**src/rtl/mac_row_seq_pkg.sv**
```systemverilog
// Shared definitions for the MAC row sequencer: row instruction codes,
// FSM state encoding and the row word width.
package mac_row_seq_pkg;

  localparam int BW_DEFAULT              = 4;
  localparam int INDEX_SELECTION_DEFAULT = 2;
  localparam int ROW_W_DEFAULT           = BW_DEFAULT * INDEX_SELECTION_DEFAULT;

  localparam logic [1:0] INST_NOP  = 2'b00;
  localparam logic [1:0] INST_LOAD = 2'b01;
  localparam logic [1:0] INST_EXEC = 2'b10;

  typedef enum logic [2:0] {
    ST_IDLE  = 3'd0,
    ST_LOAD  = 3'd1,
    ST_EXEC  = 3'd2,
    ST_DRAIN = 3'd3,
    ST_DONE  = 3'd4
  } state_t;

  function automatic int row_width(input int bw, input int isel);
    return bw * isel;
  endfunction

endpackage

```
**src/rtl/mac_row_seq_cnt.sv**
```systemverilog
// Clear/enable counter that saturates at i_limit; o_tc_next flags that the
// count equals the limit after this cycle's update.
module mac_row_seq_cnt #(
  parameter int W = 8
) (
  input  logic         clk,
  input  logic         i_rst_n,
  input  logic         i_clr,
  input  logic         i_en,
  input  logic [W-1:0] i_limit,
  output logic [W-1:0] o_cnt,
  output logic         o_tc_next
);

  localparam logic [W-1:0] ONE = W'(1);

  logic [W-1:0] r_cnt;

  always_ff @(posedge clk or negedge i_rst_n) begin
    if (!i_rst_n) begin
      r_cnt <= '0;
    end else if (i_clr) begin
      r_cnt <= '0;
    end else if (i_en && (r_cnt != i_limit)) begin
      r_cnt <= r_cnt + ONE;
    end
  end

  assign o_cnt     = r_cnt;
  assign o_tc_next = (r_cnt == i_limit) || (i_en && ((r_cnt + ONE) == i_limit));

endmodule

```
**src/rtl/mac_row_seq.sv**
```systemverilog
// Sequencer feeding one MAC row: loads COL weight words, streams act_len
// activation words, then waits for act_len last-column outputs before done.
module mac_row_seq
  import mac_row_seq_pkg::*;
#(
  parameter int BW              = BW_DEFAULT,
  parameter int INDEX_SELECTION = INDEX_SELECTION_DEFAULT,
  parameter int COL             = 8,
  parameter int LEN_BW          = 8
) (
  input  logic                          clk,
  input  logic                          reset,
  input  logic                          start,
  input  logic [LEN_BW-1:0]             cfg_act_len,
  input  logic                          w_valid,
  output logic                          w_ready,
  input  logic [BW*INDEX_SELECTION-1:0] w_data,
  input  logic                          x_valid,
  output logic                          x_ready,
  input  logic [BW*INDEX_SELECTION-1:0] x_data,
  output logic [BW*INDEX_SELECTION-1:0] row_in_w,
  output logic [1:0]                    row_inst_w,
  input  logic [COL-1:0]                row_valid,
  output logic                          busy,
  output logic                          done,
  output logic [LEN_BW-1:0]             out_cnt
);

  localparam int ROW_W  = row_width(BW, INDEX_SELECTION);
  localparam int LCNT_W = $clog2(COL + 1);
  localparam logic [LCNT_W-1:0] LOAD_LIMIT = LCNT_W'(COL);

  state_t             r_state;
  state_t             w_state_next;
  logic [LEN_BW-1:0]  r_act_len;
  logic [ROW_W-1:0]   r_row_in;
  logic [ROW_W-1:0]   w_row_in_next;
  logic [1:0]         r_row_inst;
  logic [1:0]         w_row_inst_next;
  logic               w_wgt_hs;
  logic               w_act_hs;
  logic               w_start_acc;
  logic               w_out_en;
  logic [LCNT_W-1:0]  w_load_cnt;
  logic [LEN_BW-1:0]  w_exec_cnt;
  logic [LEN_BW-1:0]  w_out_cnt;
  logic               w_load_tc_next;
  logic               w_exec_tc_next;
  logic               w_out_tc_next;
  logic               w_unused;

  assign w_ready     = (r_state == ST_LOAD);
  assign x_ready     = (r_state == ST_EXEC);
  assign w_wgt_hs    = w_valid & w_ready;
  assign w_act_hs    = x_valid & x_ready;
  assign w_start_acc = (r_state == ST_IDLE) & start;
  // A last-column valid on the EXEC->DRAIN edge still lands in EXEC, so it counts.
  assign w_out_en    = row_valid[COL-1] & ((r_state == ST_EXEC) | (r_state == ST_DRAIN));

  mac_row_seq_cnt #(.W(LCNT_W)) u_load_cnt (
    .clk(clk), .i_rst_n(reset), .i_clr(w_start_acc), .i_en(w_wgt_hs),
    .i_limit(LOAD_LIMIT), .o_cnt(w_load_cnt), .o_tc_next(w_load_tc_next)
  );

  mac_row_seq_cnt #(.W(LEN_BW)) u_exec_cnt (
    .clk(clk), .i_rst_n(reset), .i_clr(w_start_acc), .i_en(w_act_hs),
    .i_limit(r_act_len), .o_cnt(w_exec_cnt), .o_tc_next(w_exec_tc_next)
  );

  mac_row_seq_cnt #(.W(LEN_BW)) u_out_cnt (
    .clk(clk), .i_rst_n(reset), .i_clr(w_start_acc), .i_en(w_out_en),
    .i_limit(r_act_len), .o_cnt(w_out_cnt), .o_tc_next(w_out_tc_next)
  );

  always_comb begin
    w_state_next = r_state;
    case (r_state)
      ST_IDLE:  if (start) w_state_next = ST_LOAD;
      ST_LOAD:  if (w_load_tc_next) w_state_next = (r_act_len == '0) ? ST_DONE : ST_EXEC;
      ST_EXEC:  if (w_exec_tc_next) w_state_next = ST_DRAIN;
      ST_DRAIN: if (w_out_tc_next) w_state_next = ST_DONE;
      ST_DONE:  w_state_next = ST_IDLE;
      default:  w_state_next = ST_IDLE;
    endcase
  end

  always_comb begin
    w_row_in_next   = '0;
    w_row_inst_next = INST_NOP;
    if (w_wgt_hs) begin
      w_row_in_next   = w_data;
      w_row_inst_next = INST_LOAD;
    end else if (w_act_hs) begin
      w_row_in_next   = x_data;
      w_row_inst_next = INST_EXEC;
    end
  end

  always_ff @(posedge clk or negedge reset) begin
    if (!reset) begin
      r_state    <= ST_IDLE;
      r_act_len  <= '0;
      r_row_in   <= '0;
      r_row_inst <= INST_NOP;
    end else begin
      r_state    <= w_state_next;
      r_row_in   <= w_row_in_next;
      r_row_inst <= w_row_inst_next;
      if (w_start_acc) r_act_len <= cfg_act_len;
    end
  end

  assign row_in_w   = r_row_in;
  assign row_inst_w = r_row_inst;
  assign busy       = (r_state != ST_IDLE);
  assign done       = (r_state == ST_DONE);
  assign out_cnt    = w_out_cnt;
  assign w_unused   = ^{w_load_cnt, w_exec_cnt, row_valid[COL-2:0]};

endmodule
```
**config.mk**
```make
export PLATFORM = sky130hd
export DESIGN_NAME = mac_row_seq
export DESIGN_NICKNAME = d
export VERILOG_FILES = /design/src/rtl/mac_row_seq_pkg.sv /design/src/rtl/mac_row_seq_cnt.sv /design/src/rtl/mac_row_seq.sv
export SDC_FILE = /design/constraint.sdc
export NUM_CORES = 1
export LEC_CHECK = 0
export BUFFER_PORTS_ARGS = -buffer_cell sky130_fd_sc_hd__buf_2
export CORE_AREA = 2 2 77 97
export DETAILED_ROUTE_END_ITERATION = 6
export DIE_AREA = 0 0 79 99
export GPL_TIMING_DRIVEN = 0
export PLACE_DENSITY_LB_ADDON = 0.15
export SLEW_MARGIN = 20
export SYNTH_ARGS = -nofsm -noshare
export SYNTH_HDL_FRONTEND = slang
export SYNTH_SLANG_ARGS = --single-unit
```
**constraint.sdc**
```tcl
create_clock -name clk -period 3.4 [get_ports clk]
set_clock_uncertainty 0.2 [all_clocks]
set_input_delay 0.51 -clock clk [delete_from_list [all_inputs] [get_ports clk]]
set_output_delay 0.51 -clock clk [all_outputs]
set_load 0.03 [all_outputs]
```
After elaboration in Yosys (flattened, before gate mapping)
Cells that the tools add are included.
{ "classes": {"n_bitwise": 5, "mux": 16, "reduce_logical": 16, "n_eq_ne": 17, "add_sub_neg": 3} }
{ "op_table": {"columns": ["cell", "n"], "rows": [
  ["2-to-1 mux 8 bit", 6],
  ["equality test 8 bit", 4],
  ["adder 8 x 1 -> 8 bit (second input constant)", 2],
  ["!= test 8 bit", 2],
  ["2-to-1 mux 3 bit", 5],
  ["case mux 3 bit (4 select lines)", 1],
  ["equality test 4 bit (second input constant)", 2],
  ["zero test 8 bit", 1],
  ["2-to-1 mux 4 bit", 2],
  ["equality test 3 x 2 -> 1 bit (second input constant)", 2],
  ["logical AND 1 bit", 6],
  ["!= test 2 x 1 -> 1 bit (second input constant)", 3],
  ["nonzero test 2 bit", 3],
  ["adder 4 x 1 -> 4 bit (second input constant)", 1],
  ["bitwise AND 1 bit", 4],
  ["2-to-1 mux 2 bit", 2],
  ["!= test 4 bit (second input constant)", 1],
  ["AND reduction 4 bit", 1],
  ["equality test 3 x 1 -> 1 bit (second input constant)", 1],
  ["equality test 3 bit (second input constant)", 1],
  ["zero test 3 bit", 1],
  ["logical OR 1 bit", 3],
  ["nonzero test 3 bit", 1],
  ["!= test 2 bit (second input constant)", 1],
  ["bitwise OR 1 bit", 1]
]} }
{ "word_totals": {"ff_bits": 41, "elab_cells": 64} }

Depth between registers and ports, before layout
Gate-level depths: netlist of run 1.
{ "depth": {"depth_word": 7, "mapped_depth": 8, "depth_no_buf": 8} }

Modules after synthesis
From an unflattened synthesis of run 1, not the netlist that was laid out.
{ "unflattened": {"cells_unflattened": 248, "hier_area_um2": 2608.8} }
{ "by_module_without_submodules": {"columns": ["mod", "area_each_um2", "instances", "cells_per_inst", "seq_area_each_um2"], "rows": [
  ["mac_row_seq_cnt (u_exec_cnt ...)", 674.4, 2, 74, 200.2],
  ["mac_row_seq", 888.4, 1, 66, 525.5],
  ["mac_row_seq_cnt (u_load_cnt)", 371.6, 1, 34, 100.1]
]} }

Least setup slack after synthesis of run 1
OpenSTA, ideal clock, no wires.
{ "synth_path": {"kind": "reg2reg", "from": "reg u_out_cnt.r_cnt[0], in the netlist u_out_cnt.o_cnt[0]", "to": "reg r_state[0]", "arrival_time_ps": 2374, "setup_time_ps": 124, "path_stages_with_launch": 8, "t_required_ps": 3076, "slack_ps": 702, "synth_period_minus_slack_ps": 2698, "path_cell_list": "dfrtp_1 > ha_1 > xor2_1 > or3_1 > or4_1 > a211oi_2 > o21bai_1 > a211o_1"} }
{ "synth_via": {"elab_chain_cells": 6, "word_cells_on_any_way": 7} }
{ "synth_lines": {"columns": ["item", "line_no", "rtl"], "rows": [
  ["from (decl)", "mac_row_seq_cnt.sv:17", "logic [W-1:0] r_cnt;"],
  ["from (signal assigned)", "mac_row_seq_cnt.sv:25", "r_cnt <= r_cnt + ONE;"],
  ["adder 8 x 1 -> 8 bit", "mac_row_seq_cnt.sv:30", "assign o_tc_next = (r_cnt == i_limit) || (i_en && ((r_cnt + ONE) == i_limit));"],
  ["equality test 8 bit", "mac_row_seq_cnt.sv:30", null],
  ["logical AND 1 bit", "mac_row_seq_cnt.sv:30", null],
  ["logical OR 1 bit *", "mac_row_seq_cnt.sv:30", null],
  ["!= test 2 x 1 -> 1 bit (no source line) *", null, null],
  ["AND reduction 4 bit (no source line) *", null, null],
  ["to (signal assigned)", "mac_row_seq.sv:106", "r_state <= w_state_next;"],
  ["to (decl)", "mac_row_seq.sv:33", "state_t r_state;"]
]} }
Every way passes the cells marked *; elsewhere a longest branch is shown, timed or not.
A chain may end at the register's enable or synchronous reset.

Worst setup path after layout of run 1
Same ends and word-level chain as after synthesis.

==> results.ini, run 1 <==
[sta]
finalWorstPathRequiredPeriod_ps=2760
setup_tns_ps=0
setup-violations-final=0
fmax_mhz=363
finalMaxSlewViolations=0
slew-limit-headroom=0.372
timing_hold_violations_final=0
final.period_utilization=0.811
tightest_slew_ps=941
grt_setup_unrepaired=no
timing.final.ws_setup_ps=643

[die]
fp.coreArea_um2=6890
floorplan.rows=34
initial_core_util=0.339
die_width_um=79
die_h_um=99
io_pins=59
die_area_um2=7820

[setup_path]
slowest_delay_ps=520
reg2reg_depth=7
startpoint_type=register
worst_path_max_delay_cell=or4_1
timing.critical_path.cells=ha_1 -> xor2_1 -> or3_1 -> or4_1 -> a211oi_2 -> o21bai_1 -> a211o_1
crit_required_ps=3380
worstSetupEndpointType=register
worstSetupPathType=reg2reg
critical_path.max_fanout=6
worst_ep_arrival_time_ps=2740
crit_reg_reg_endpoint=r_state[0]
critical_path.reg2reg.startpoint=u_out_cnt.o_cnt[0]
ff2ff_setup_slack_ps=640

[route]
wire_length_per_cell_um=13.6
post-route-drc-count=0
initialDrtViolationCount=129
ant_nets=0
drt_first_pass_iters=4
vias_post_dr=1927
detail_route.vias_per_cell=4.78
total_routed_length_um=5480

[grt]
total_grt_usage=0.153
number_of_global_route_vias_before_repair=1929
grt_start_max_net_pins=42
antenna_found_initial=0
grt_first_pass_wirelength_um=9480
globalRoute.totalOverflow=0

[power]
power_switching_mw=0.966
total_leakage_power_nw=1.39
power.switching_fraction=0.453
power_density_nw_per_um2=765
irDropWorstVdd_mv=0.296
power.total_mw=2.13
pwr-share-seq=0.358
power_report.internal_total_mw=1.17
pwr-share-comb=0.491
clockPowerShare=0.151

[placement]
preCtsSetupSlack_ps=652
place.port_buffers=51
gp_congestion=0.841
place_inst=395
dpl.hpwl_um=4050

[cts]
htree_levels=2
max-clock-path-buffers=2
tritoncts_clock_tree=built
cts_root_buf=clkbuf_8
insertion_delay_ps=300
tritoncts_num_sinks=41
post_cts.resized_instances=0
clk_pin_slew_ps=80
cts_setup_buffers=0
cts_hold_repair.buffers=0
numCtsBuffers=5

[logic_synthesis]
synthesis.yosys.warnings=0
edff_count_synth=0
synth.top_cells.by_area=dfrtp_1 (44%), xor2_1 (8.6%), nand2_1 (6.4%)
synth_area_leader_cell=dfrtp_1
synthFlopType=dfrtp_1
ys_seq_area_frac=0.439
netlist-cell-type-count=42
post_synth.cell_area_avg_um2=9.20
nets_in_the_synthesized_netlist=296
proportion_of_synthesized_flip_flops_having_asynchronous_set_or_reset=1.00
post_synth_instance_area_um2=2340
ys_seq_elements=41
yosys.area.top_type_share=0.439
count_of_mapped_cells_out_of_synthesis=254
netlist_top_cells_count=dfrtp_1 (41), nand2_1 (40), xor2_1 (23)
yosysMostFrequentCell=dfrtp_1

[run]
max-cap-violations=0

[finish]
nets=354
finish.utilization=0.405
synthToLayoutAreaGrowth_pct=19.4
final_layout_size_suffix_gt1_frac=0.211
antenna-diode-count=0
layout.cells.non_filler=403

[status]
run_status=completed

[worst_hold_path]
hp-class=in2async

-- stage by stage --
stage	instance area, um2	hold slack (ps)
after floorplan	2340	14.4
after global placement	2700	340
after detailed placement	2700	347
after CTS	2790	193
after global routing	2790	211
final	2790	152
-- sequential cells by signal, summed over array words and instances, names as in the netlist --
name,count
u_out_cnt.o_cnt,8
r_act_len,8
r_state,3
row_in_w,8
u_load_cnt.o_cnt,4
row_inst_w,2
u_exec_cnt.o_cnt,8
-- cells in the final DEF, fill, tap and decap left out, types with 3 or more instances in the layout --
master	Yosys	layout
inv_1	8	8
xnor2_1	14	14
dfrtp_1	41	41
nor2_1	21	21
nor3_1	4	4
and2_1	4	4
nand2_1	40	40
o21ai_0	10	10
buf_2	2	53
a21oi_1	4	4
o21ai_1	3	3
xor2_1	23	23
nand4_1	6	6
a22o_1	9	9
nor3b_1	5	5
ha_1	5	5
nor4_1	3	3
clkbuf_8	0	5
clkbuf_1	11	11
nand3_1	9	9
-- worst max-delay path: cells and delay by family, from the launching register on --
kind                       cells  cell delay (ps)
AOI/OAI and AO/OA              3              660
adders and majority gates      1              350
DFF                            1              470
and+or+nand+nor                2              830
xor gates and xnor gates       1              140
-- logic make-up (layout without fill, tap and decap cells) --
group,count (synthesis),after routing,synth area share
buffers and inverters,21,80,0.0348
XOR/XNOR,37,37,0.139
flip-flops,41,41,0.439
multiplexers,3,3,0.0139
adder cells (fa/ha/maj),5,5,0.0268
AND/OR/NAND/NOR,108,108,0.231
AO/OA/AOI/OAI,39,39,0.116
-- power groups by stage --
| stage | registers, mW | clock network, mW | logic, mW |
|---|---|---|---|
| global placement | 0.774 | 0 | 1.05 |
| floorplan | 0.842 | 0 | 0.706 |
| CTS | 0.765 | 0.335 | 1.07 |
| finish | 0.764 | 0.322 | 1.05 |
| global route | 0.795 | 0.353 | 1.18 |
| detailed placement | 0.774 | 0 | 1.06 |
-- final cells by class --
cell class                 instances  area [um2]
sequential                        41        1030
fill                             720        4100
tap                               90         113
buffer                            13        51.3
timing repair buffer              51         255
clock buffer                       5        68.8
clock inverter                     3        17.5
inverter                           8        30.0
multi-input combinational        192        1230
-- worst max-delay path by stage --
stage	start	end	slack (ps)	depth (start not counted)
3_3_place_gp	u_out_cnt.o_cnt[0]	r_state[0]	660	7
5_1_grt	r_act_len[5]	u_exec_cnt.o_cnt[2]	420	8
3_5_place_dp	u_out_cnt.o_cnt[0]	r_state[0]	650	7
4_1_cts	u_out_cnt.o_cnt[0]	r_state[0]	630	7
6_report	u_out_cnt.o_cnt[0]	r_state[0]	640	7
2_1_floorplan	u_out_cnt.o_cnt[0]	r_state[0]	700	7
-- per-layer routing --
metal	vias up	GRT usage	part of all wire
met5	-	0	0
met4	0	0.0557	0.020
met3	9	0.0238	0.030
met2	38	0.258	0.50
met1	895	0.196	0.45
li1	985	-	-
Note: power is estimated with default switching activity, not from simulation.
==> inputs of run 2 (changes only) <==
==> constraint.sdc (replaced) <==
create_clock -name clk -period 2.75 [get_ports clk]
set_clock_uncertainty 0.2 [all_clocks]
set_input_delay 0.4125 -clock clk [delete_from_list [all_inputs] [get_ports clk]]
set_output_delay 0.4125 -clock clk [all_outputs]
set_load 0.03 [all_outputs]
==> results.ini, run 2 (synthesis results as in run 1) <==
[status]
run_status=completed

[finish]
finish.utilization=0.412  ; +0.00672
synthToLayoutAreaGrowth_pct=21.4
final_common_cell=buf_2
nets=357  ; +0.85%
final_layout_size_suffix_gt1_frac=0.237  ; +0.0265
antenna-diode-count=0  ; unchanged
final_cell_area_um2=2840  ; +1.7%
layout_common_cells=buf_2 (53), nand2_1 (40), dfrtp_1 (39)

[sta]
grt_setup_unrepaired=yes
timing_hold_violations_final=0  ; unchanged
final.period_utilization=0.974  ; +0.163
finalMaxSlewViolations=0  ; unchanged
finalWorstPathRequiredPeriod_ps=2680  ; -79.2 ps
setup-violations-final=0  ; unchanged
slew-limit-headroom=0.375  ; +0.00253
tightest_slew_ps=938  ; -3.80 ps
fmax_mhz=374  ; +3.0%

[setup_path]
ff2ff_setup_slack_ps=70  ; -570 ps
startpoint_type=register
reg2reg_depth=7  ; unchanged
critPathLaunch=u_out_cnt.o_cnt[0]
crit_reg_reg_endpoint=r_state[0]
critical_path.max_fanout=5  ; -1
worstSetupEndpointType=register
crit_required_ps=2730  ; -650 ps
critical_path.reg2reg.startpoint=u_out_cnt.o_cnt[0]
worstSetupPathType=reg2reg
crit_path_end=r_state[0]
worst_ep_arrival_time_ps=2660  ; -80 ps

[die]
die_area_um2=7820  ; unchanged
floorplan.rows=34  ; unchanged
die_width_um=79  ; unchanged
fp.coreArea_um2=6890  ; unchanged
io_pins=59  ; unchanged
die_h_um=99  ; unchanged
initial_core_util=0.339  ; unchanged

[power]
power_density_nw_per_um2=952  ; +24%
power.total_mw=2.70  ; +26%
irDropWorstVdd_mv=0.371  ; +25%
total_leakage_power_nw=1.41  ; +1.5%

[placement]
place.port_buffers=51  ; unchanged
dpl.hpwl_um=4050  ; unchanged
gp_congestion=0.841  ; unchanged
standard_cell_area_after_detailed_placement_um2=2700  ; unchanged

[grt]
number_of_global_route_vias_before_repair=1929  ; unchanged
globalRoute.totalOverflow=0  ; unchanged
grt_start_max_net_pins=42  ; unchanged
antenna_found_initial=0  ; unchanged
global_route.usage.met2=0.258  ; unchanged
global_route.peak_usage_layer=met2
use_met3=0.0238  ; unchanged
grt_first_pass_wirelength_um=9480  ; unchanged
total_grt_usage=0.153  ; unchanged
globalRouteMet1Util=0.196  ; unchanged

[route]
drt_first_pass_iters=4  ; unchanged
ant_nets=0  ; unchanged
initialDrtViolationCount=132  ; +2.3%
vias_post_dr=1944  ; +0.88%
total_routed_length_um=5510  ; +0.55%
post-route-drc-count=0  ; unchanged
wire_length_per_cell_um=13.6  ; -0.20%
detail_route.vias_per_cell=4.79  ; +0.14%

[cts]
cts_root_buf=clkbuf_8
clk_pin_slew_ps=80  ; about the same
tritoncts_num_sinks=41  ; unchanged
insertion_delay_ps=300  ; about the same
tritoncts_clock_tree=built
numCtsBuffers=5  ; unchanged
max-clock-path-buffers=2  ; unchanged
htree_levels=2  ; unchanged

[run]
max-cap-violations=0  ; unchanged

[worst_hold_path]
hp-class=in2async

-- run 2: what timing repair did --
| action | 4_1_cts | 5_1_grt |
|---|---|---|
| gates cloned | 0 | 0 |
| setup buffers | 0 | 4 |
| endpoints found under the setup margin | 1 | 6 |
| hold buffers | 0 | 0 |
| gates resized for setup | 1 | 5 |
| pin swaps | 0 | 1 |
-- run 2: metal layers --
layer / part of all wire / routed length, um
met1: 0.45 / 2490
met2: 0.50 / 2760
met3: 0.028 / 152
met4: 0.020 / 108
met5: 0 / 0
-- run 2: area by class of cell --
cell class                 count  area, um2
fill                         719       4060
multi-input combinational    192       1240
sequential                    41       1030
timing repair buffer          55        285
tap                           90        113
clock buffer                   5       68.8
buffer                        12       48.8
inverter                       8       30.0
clock inverter                 3       17.5
-- run 2: how the worst min path moves through the flow --
stage	cells past startpoint	to	slack, ps	from
after global placement	1	u_load_cnt.o_cnt[3]	340	u_load_cnt.o_cnt[3]
after detailed placement	1	u_load_cnt.o_cnt[3]	350	u_load_cnt.o_cnt[3]
after global routing	3	r_act_len[4]	110	cfg_act_len[4]
after floorplan	0	r_act_len[0]	-80	reset
after CTS	1	u_load_cnt.o_cnt[1]	100	reset
final	1	u_exec_cnt.o_cnt[7]	50	reset
-- run 2: worst max-delay path: stages, from the launching register on --
cell	delay [ps]
dfrtp_2	460
ha_4	260
xor2_1	130
or3_1	310
or4_1	520
a211oi_2	310
o21bai_2	110
a211o_1	270
-- run 2: per-stage QoR --
| step | hold WS (ps) | setup TNS [ps] | setup slack [ps] | instances |
|---|---|---|---|---|
| floorplan | -83.1 | 0 | 51.6 | 254 |
| finish | 51.1 | 0 | 72.7 | 406 |
| global route | 114 | -3.54 | -3.35 | 406 |
| global placement | 340 | 0 | 5.49 | 395 |
| detailed placement | 347 | 0 | 2.17 | 395 |
| CTS | 95.3 | 0 | 9.14 | 403 |
-- run 2: where the power goes --
| part | total [mW] | internal (mW) | switching [mW] |
|---|---|---|---|
| logic | 1.33 | 0.542 | 0.790 |
| clock network | 0.400 | 0.176 | 0.224 |
| registers | 0.968 | 0.774 | 0.194 |
| total | 2.70 | 1.49 | 1.21 |
